--- src/rtl/card_shoe.sv ---
// card_shoe: multi-deck card shoe with an unbiased Fisher-Yates shuffle.
//
// Loads NUM_DECKS standard 52-card decks, shuffles them with a Fisher-Yates pass
// driven by a free-running 32-bit LFSR, then deals one card per valid/ready handshake.
// The pass uses masked rejection sampling so every swap index is equally likely.
// Cards are encoded as {suit[1:0], rank[3:0]} with rank 2..14 (14 = ace).
//
// Ports:
//   clk             clock
//   rst             asynchronous active-low reset
//   new_hand_i      level request to reload and reshuffle (wins over everything)
//   card_ready_i    consumer accepts the presented card this cycle
//   card_valid_o    card_o holds a dealable card
//   card_o          card at the top of the shoe, 0 when card_valid_o is low
//   shuffled_o      shoe loaded and shuffled (ready to deal or dealt out)
//   remaining_o     undealt cards, 0 unless shuffled_o
//   empty_o         all cards dealt
//   reshuffle_due_o shuffled_o && remaining_o <= PENETRATION (cut card reached)
module card_shoe #(
    parameter int unsigned NUM_DECKS   = 1,
    parameter logic [31:0] SEED        = 32'hEB53FD15,
    parameter int unsigned PENETRATION = 13,
    localparam int unsigned N          = 52 * NUM_DECKS,
    localparam int unsigned IDX_W      = $clog2(N),
    localparam int unsigned CNT_W      = $clog2(N + 1)
) (
    input  logic             clk,
    input  logic             rst,
    input  logic             new_hand_i,
    input  logic             card_ready_i,
    output logic             card_valid_o,
    output logic [5:0]       card_o,
    output logic             shuffled_o,
    output logic [CNT_W-1:0] remaining_o,
    output logic             empty_o,
    output logic             reshuffle_due_o
);

    localparam logic [IDX_W-1:0] ILast   = IDX_W'(N - 1);
    localparam logic [IDX_W:0]   DpLast  = (IDX_W + 1)'(N - 1);
    localparam logic [CNT_W-1:0] NumCard = CNT_W'(N);
    localparam logic [CNT_W-1:0] PenThr  = CNT_W'(PENETRATION);

    typedef enum logic [2:0] {
        StIdle,
        StInit,
        StShuffle,
        StReady,
        StEmpty
    } state_e;

    state_e           state_q, state_d;
    logic [31:0]      lfsr_q, lfsr_d;
    logic [IDX_W:0]   dp_q, dp_d;
    logic [IDX_W-1:0] i_q, i_d;
    logic [IDX_W-1:0] k_q, k_d;
    // Rank/suit of the card written at k; counted alongside k to avoid a mod-52 divider.
    logic [3:0]       rank_q, rank_d;
    logic [1:0]       suit_q, suit_d;

    logic [5:0]       shoe_q [N];

    logic [IDX_W-1:0] mask;
    logic [IDX_W-1:0] j_cand;
    logic             init_we;
    logic             swap_en;
    logic [5:0]       init_card;

    // Free-running Fibonacci LFSR, taps 31/30/12/7.
    assign lfsr_d = {lfsr_q[30:0], lfsr_q[31] ^ lfsr_q[30] ^ lfsr_q[12] ^ lfsr_q[7]};

    // Smallest all-ones mask covering i; candidates above i are rejected, which
    // keeps the accepted j uniform over 0..i with acceptance probability >= 1/2.
    always_comb begin
        mask = i_q;
        for (int s = 1; s < IDX_W; s++) begin
            mask = mask | (i_q >> s);
        end
        j_cand = lfsr_q[IDX_W-1:0] & mask;
    end

    assign init_card = {suit_q, rank_q + 4'd2};

    always_comb begin
        state_d = state_q;
        dp_d    = dp_q;
        i_d     = i_q;
        k_d     = k_q;
        rank_d  = rank_q;
        suit_d  = suit_q;
        init_we = 1'b0;
        swap_en = 1'b0;

        if (new_hand_i) begin
            // Reload request overrides any handshake in the same cycle.
            state_d = StInit;
            k_d     = '0;
            dp_d    = '0;
            rank_d  = '0;
            suit_d  = '0;
        end else begin
            case (state_q)
                StIdle: ;
                StInit: begin
                    init_we = 1'b1;
                    if (rank_q == 4'd12) begin
                        rank_d = '0;
                        suit_d = suit_q + 2'd1;
                    end else begin
                        rank_d = rank_q + 4'd1;
                    end
                    if (k_q == ILast) begin
                        state_d = StShuffle;
                        i_d     = ILast;
                    end else begin
                        k_d = k_q + IDX_W'(1);
                    end
                end
                StShuffle: begin
                    if (j_cand <= i_q) begin
                        swap_en = 1'b1;
                        i_d     = i_q - IDX_W'(1);
                        if (i_q == IDX_W'(1)) begin
                            state_d = StReady;
                        end
                    end
                end
                StReady: begin
                    if (card_ready_i) begin
                        dp_d = dp_q + (IDX_W + 1)'(1);
                        if (dp_q == DpLast) begin
                            state_d = StEmpty;
                        end
                    end
                end
                StEmpty: ;
                default: state_d = StIdle;
            endcase
        end
    end

    always_ff @(posedge clk or negedge rst) begin
        if (!rst) begin
            state_q <= StIdle;
            lfsr_q  <= SEED;
            dp_q    <= '0;
            i_q     <= ILast;
            k_q     <= '0;
            rank_q  <= '0;
            suit_q  <= '0;
        end else begin
            state_q <= state_d;
            lfsr_q  <= lfsr_d;
            dp_q    <= dp_d;
            i_q     <= i_d;
            k_q     <= k_d;
            rank_q  <= rank_d;
            suit_q  <= suit_d;
        end
    end

    // Card storage needs no reset: it is always rewritten before it is read.
    always_ff @(posedge clk) begin
        if (init_we) begin
            shoe_q[k_q] <= init_card;
        end
        if (swap_en) begin
            shoe_q[i_q]    <= shoe_q[j_cand];
            shoe_q[j_cand] <= shoe_q[i_q];
        end
    end

    always_comb begin
        card_valid_o    = (state_q == StReady);
        shuffled_o      = (state_q == StReady) || (state_q == StEmpty);
        empty_o         = (state_q == StEmpty);
        card_o          = card_valid_o ? shoe_q[dp_q[IDX_W-1:0]] : 6'd0;
        remaining_o     = shuffled_o ? (NumCard - CNT_W'(dp_q)) : '0;
        reshuffle_due_o = shuffled_o && (remaining_o <= PenThr);
    end

endmodule

--- config.mk ---
export PLATFORM = sky130hd
export DESIGN_NAME = card_shoe
export DESIGN_NICKNAME = d
export VERILOG_FILES = /design/src/rtl/card_shoe.sv
export SDC_FILE = /design/constraint.sdc
export NUM_CORES = 1
export LEC_CHECK = 0
export CAP_MARGIN = 20
export CORE_UTILIZATION = 45
export CTS_CLUSTER_SIZE = 12
export DETAILED_ROUTE_END_ITERATION = 12
export GPL_TIMING_DRIVEN = 0
export SYNTH_ARGS = -nofsm -noshare
export SYNTH_HDL_FRONTEND = slang
export SYNTH_SLANG_ARGS = --single-unit
--- constraint.sdc ---
create_clock -name clk -period 7.05 [get_ports clk]
set_clock_uncertainty 0.05 [all_clocks]
set_input_delay 1.0575 -clock clk [delete_from_list [all_inputs] [get_ports clk]]
set_output_delay 1.0575 -clock clk [all_outputs]
set_load 0.02 [all_outputs]
==> flow_summary.yaml, run 1 <==
floorplanning:
  initial_utilization_pct: 45.9
  die_w_um: 235
  ios: 20
  core_area_sq_um: 53100
  die_y_um: 235
  rows: 84
  die_area_sq_um: 55100
timing:
  worstMarginPinSlew_ps: 1280
  holdWs_ps: 299
  relSlewSlack_pct: 14.4
  setup_viol: 90
  setup_slack_ps: -139
  min_period_over_period_pct: 102
  hold_viol: 0
  clock.fmax_mhz: 139
  post-route-min-period_ps: 7190
  drv_slew: 0
outcome:
  violations: "negative setup slack"
  status: "complete, but fails checks"
clocking:
  worstSkewPairLatency_ps: 600
  cts.path.max_buffers: 3
  numCtsBuffers: 43
  cts_tree: "built"
  cts_htree_levels: 2
  root_buffer: "clkbuf_16"
  cts_hold_buffers: 0
  clk_pin_slew_ps: 50
  cts_sinks: 372
synthesis:
  synth_cell_type_count: 81
  synth_ff_type: "edfxtp_1"
  synthCells: 1909
  synth_seq_cells: 372
  ys_async_sr_fraction_pct: 16.1
  yosysTopAreaCellShare_pct: 38.4
  synth_most_common_cell: "mux2i_1"
  yosys-top-cells-count: "mux2i_1, edfxtp_1, mux4_2, nand2_1, nor2_1"
  synthesis.area_sq_um: 24400
  synth_area_leaders: "edfxtp_1, mux2i_1, mux4_2"
  synth_edf_count: 312
  yosysWarningCount: 0
  synthesis.nets: 1927
  syn_avg_cell_area_sq_um: 12.8
  ys_seq_area_share_pct: 44.7
  synth_largest_area_cell: "edfxtp_1"
global_routing:
  grt_remaining_overflow: 0
  grt_pass1_wl_mm: 172
  grt_use_total_pct: 46.4
  antenna_found_initial: 8
  grt_pass1_vias: 19500
  grt_max_degree: 35
job:
  drv_cap: 0
detailed_routing:
  wl_per_cell_um: 46.9
  drc: 0
  wirelength_mm: 128
  avgViaCountPerCell: 7.63
  dr.pass1.iters: 8
  drt_iter0_drc: 3633
  postRouteAntennaNets: 0
  vias: 20900
critical_path:
  max_stage_delay_ps: 570
  reg2reg_depth: 19
  cpMostUsedCell: "buf_4"
  reg2reg_slack_ps: -140
  worstSetupPathType: "reg2reg"
  path_cells: "clkbuf_2 > buf_4 > buf_4 > buf_6 > inv_1 > ha_1 > a21oi_4 > inv_2 > buf_4 > buf_6 > ha_1 > nand4_1 > mux2i_1 > a311oi_1 > nor2_4 > nor4b_1 > a31oi_2 > nand2b_2 > o22ai_4"
  worstSetupEndpointType: "flop"
  r2r_end: "shoe_q[49][0]"
  slowest_stage: "nor4b_1"
  cp.arrival_ps: 7390
  startpoint_type: "flop"
  worstPathMaxFanout: 19
  required_ps: 7250
  timing.rr.start: "i_q[0]"
min_path:
  min_to: "lfsr_q[19]"
  hold_depth: 0
  hold_start: "lfsr_q[18]"
  worstHoldPathType: "reg2reg"
power:
  peakVddDrop_v: 0.000183
  p_per_area_nw_per_um2: 184
  p_total_mw: 5.14
  leakage_nw: 9.31
layout:
  nets: 2029
  stdcell_count: 2736
  drive_above_1_share_pct: 25.2
  syn2layout_area_growth_pct: 14.9
  finalInstanceArea_sq_um: 28000
placement:
  place_congestion: 1.08
  dp_hpwl_mm: 97.7
  placed_cells: 2641
  place_area_sq_um: 25700
  port_buffers: 19
## state kept, by name, summed over array words and instances (netlist names)
signal	flops
dp_q	7
i_q	6
k_q	6
lfsr_q	32
rank_q	4
shoe_q	312
state_q	3
suit_q	2
## power by group
group          switching (mW)  internal [mW]
sequential             0.0109           2.41
combinational           0.292          0.140
clock                   0.985           1.31
## area by class of cell
class	count	area [sq um]
fillers	4592	25100
clock buffers	58	1240
flip-flops and latches	372	10900
well taps	688	861
plain buffers	182	925
clock inverters	21	170
repair buffers	61	657
multi-input cells	1330	13200
inverters	21	78.8
diodes	3	7.51
## metrics by stage
stage                     util, %  setup TNS, ps  setup WS, ps
final                        52.8          -4690          -139
after global routing         52.8          -71.9         -13.6
after CTS                    52.6           -703         -39.5
after detailed placement     48.5       -1557590         -3050
after global placement       47.9       -1555660         -3140
after floorplan                 -              0          1100
## metal layers
layer / up-vias / track usage, % / share of wire (%)
li1: 7862 / - / -
met2: 1978 / 61.8 / 39
met5: - / 0 / 0.053
met3: 453 / 21.9 / 16
met4: 10 / 28.3 / 7.4
met1: 10600 / 60.5 / 37
## placed cells by master (no fill, tap or decap), types with 36 or more instances in the layout
| master | count |
|---|---|
| edfxtp_1 | 312 |
| buf_2 | 44 |
| mux4_2 | 170 |
| dfrtp_1 | 36 |
| clkbuf_16 | 46 |
| o21ai_0 | 48 |
| nand2_1 | 121 |
| nor2_1 | 96 |
| mux2i_1 | 386 |
| a21oi_1 | 40 |
| nand3_1 | 39 |
| clkbuf_1 | 95 |
## cell families after synthesis
logic type	share of synthesized area, %
XOR/XNOR	0.790
multiplexers	32.6
buffers and inverters	4.06
AND/OR/NAND/NOR	7.21
AO/OA/AOI/OAI	9.86
adder cells (fa/ha/maj)	0.719
flip-flops	44.7
## worst max-delay path by stage
stage / from / end / slack, ps / cells after the start
2_1_floorplan: i_q[0] / shoe_q[28][0] / 1100 / 23
3_3_place_gp: i_q[0] / shoe_q[21][2] / -3140 / 22
3_5_place_dp: i_q[0] / shoe_q[23][1] / -3050 / 22
4_1_cts: i_q[0] / shoe_q[39][4] / -40 / 21
5_1_grt: i_q[0] / shoe_q[34][1] / -10 / 19
6_report: i_q[0] / shoe_q[49][0] / -140 / 19
## worst max-delay path, delay by kind of cell (launching register included)
kind,cells,cell delay [ps]
adders and majority gates,2,780
AOI/OAI and AO/OA,4,1510
and+or+nand+nor,4,1410
DFF,1,550
buffers and inverters,8,2380
muxes,1,100
## what timing repair did
action | in CTS | in global routing
setup buffers | 14 | 0
pin swaps | 6 | 0
resized for setup | 151 | 10
setup endpoints to repair | 631 | 575
endpoints found under the hold margin | 0 | 0
Power figures use the tool's default switching activity.
==> inputs of run 2 (changes only) <==
Settings changed: CTS_CLUSTER_SIZE 12 to not set, SETUP_SLACK_MARGIN set to 0.05.
==> run 2 against run 1 <==
  * The flow still finishes with violations (negative setup slack)
  * Power increased by 4.4%
  * Global-route usage rose by 0.055 points
  * Flip-flop and latch count did not move
  * Core utilization up 0.36 points
  * Largest power group is now the clock network
  * Final area increased by 0.67%
==> flow_summary.yaml, run 2 (synthesis gave the netlist of run 1 again) <==
critical_path:
  worstSetupEndpointType: "flop"
  cp_top_family: "buffers and inverters"
  worstSetupPathType: "reg2reg"
  max_stage_delay_ps: 540
  startpoint_type: "flop"
  path_cells: "clkbuf_2 > buf_4 > buf_4 > buf_6 > inv_1 > ha_1 > a21oi_4 > inv_2 > buf_4 > buf_6 > ha_1 > nand4_1 > mux2i_1 > a311o_1 > nand3_1 > clkbuf_2 > nor4_1 > o2111ai_1 > o22ai_4 > buf_2 > mux2i_1"
  cp.buffers_inverters: 10
  slowest_stage: "dfstp_2"
  worstPathMaxFanout: 19
  cpMostUsedCell: "buf_4"
  cp.arrival_ps: 7300
  required_ps: 7300
detailed_routing:
  postRouteAntennaNets: 0
  vias: 20900
  wl_per_cell_um: 46.8
  wirelength_mm: 128
  drc: 0
  dr.pass1.iters: 8
  avgViaCountPerCell: 7.62
  drt_iter0_drc: 3850
floorplanning:
  core_area_sq_um: 53100
  die_area_sq_um: 55100
  initial_utilization_pct: 45.9
  rows: 84
  die_w_um: 235
  die_y_um: 235
  ios: 20
clocking:
  cts_tree: "built"
  cts_hold_buffers: 0
  cts_htree_levels: 2
  numCtsBuffers: 43
  clk_pin_slew_ps: 60
  worstSkewPairLatency_ps: 620
  cts_sinks: 372
  cts.path.max_buffers: 3
  root_buffer: "clkbuf_16"
layout:
  syn2layout_area_growth_pct: 15.7
  finalInstanceArea_sq_um: 28200
  layout_common_cells: "mux2i_1, edfxtp_1, mux4_2, nand2_1, nor2_1"
  layout.cells.most_common: "mux2i_1"
  reg.largest.list: "shoe_q: 312 flops, lfsr_q: 32 flops, dp_q: 7 flops"
  drive_above_1_share_pct: 25.5
  regMostFlops: "shoe_q"
  largest_reg_flops: 312
  nets: 2028
global_routing:
  grt_pass1_wl_mm: 172
  grt_remaining_overflow: 0
  grt_pass1_vias: 19500
  antenna_found_initial: 8
  grt_use_total_pct: 46.4
  grt_max_degree: 35
placement:
  place_congestion: 1.08
  dp_hpwl_mm: 97.7
  port_buffers: 19
  place_area_sq_um: 25700
power:
  p_per_area_nw_per_um2: 190
  leakage_nw: 9.40
  peakVddDrop_v: 0.000187
  p_total_mw: 5.37
job:
  drv_cap: 0
timing:
  setup_slack_ps: -3.91
  rsz0062_at_grt: "false"
  holdWs_ps: 297
  clock.fmax_mhz: 142
  post-route-min-period_ps: 7050
  hold_viol: 0
  relSlewSlack_pct: 16.8
  min_period_over_period_pct: 100
  worstMarginPinSlew_ps: 1250
  setup_viol: 1
  drv_slew: 0
min_path:
  worstHoldPathType: "reg2reg"
outcome:
  status: "complete, but fails checks"
  violations: "negative setup slack"
==> run 2: cell count changes in the layout (fill, tap and decap cells not counted), sizes merged <==
| cell | delta |
|---|---|
| clkdlybuf4s15 | +1 |
| clkbuf | -13 |
| diode | +2 |
| clkinv | +2 |
| clkinvlp | +2 |
| dlymetal6s2s | +1 |
| bufinv | +6 |
| buf | +1 |
==> run 2: area by class of cell <==
cell class                 count  area, sq um
antenna                        5         12.5
buffer                       181          930
clock buffer                  49         1160
clock inverter                31          392
fill                        4571        24900
inverter                      21         78.8
multi-input combinational   1330        13200
sequential                   372        10900
tap                          688          861
timing repair buffer          61          664
==> run 2: worst reg2reg max path, stage by stage, from the launching register on <==
cell and delay (ps):
dfstp_2 540, clkbuf_2 380, buf_4 360, buf_4 350, buf_6 330, inv_1 280
ha_1 440, a21oi_4 310, inv_2 170, buf_4 300, buf_6 300, ha_1 350
nand4_1 90, mux2i_1 210, a311o_1 180, nand3_1 150, clkbuf_2 300, nor4_1 330
o2111ai_1 270, o22ai_4 440, buf_2 470, mux2i_1 150
==> run 2: through the flow <==
step | TNS [ps] | setup WS [ps] | instances | utilization [%]
finish | -3.91 | -3.91 | 2738 | 53.1
global route | 0 | 62.5 | 2733 | 53.1
CTS | 0 | 55.6 | 2733 | 53.0
detailed placement | -1557590 | -3050 | 2641 | 48.5
global placement | -1555660 | -3140 | 2616 | 47.9
floorplan | 0 | 1100 | 1909 | -
==> run 2: path summary, 6_finish.rpt <==
check / startpoint / to / slack, ps / depth (start not counted)
worst max-delay path: i_q[0] / shoe_q[48][5] / -4 / 21
worst min-delay path: lfsr_q[18] / lfsr_q[19] / 300 / 0
worst max register to register: i_q[0] / shoe_q[48][5] / -4 / 21
worst min register to register: lfsr_q[18] / lfsr_q[19] / 300 / 0
max in group asynchronous: rst / lfsr_q[24] / 5850 / 2
min in group asynchronous: rst / k_q[5] / 440 / 1
==> run 2: power by group <==
part | leakage (nW) | internal [mW] | switching, mW
clock | 0.767 | 1.49 | 1.03
sequential | 3.59 | 2.41 | 0.0110
combinational | 5.05 | 0.141 | 0.292
==> run 2: routing by layer <==
metal | part of all wire, % | global-route usage (%) | vias up
li1 | - | - | 7868
met1 | 37 | 60.3 | 10600
met2 | 39 | 62.4 | 1919
met3 | 16 | 22.0 | 436
met4 | 7.3 | 28.0 | 14
met5 | 0.11 | 0 | -
==> run 2: timing repair <==
action | 4_1_cts | 5_1_grt
pin swaps | 6 | 0
resized for setup | 161 | 6
setup endpoints to repair | 632 | 541
setup buffers | 15 | 0
cloned | 0 | 0
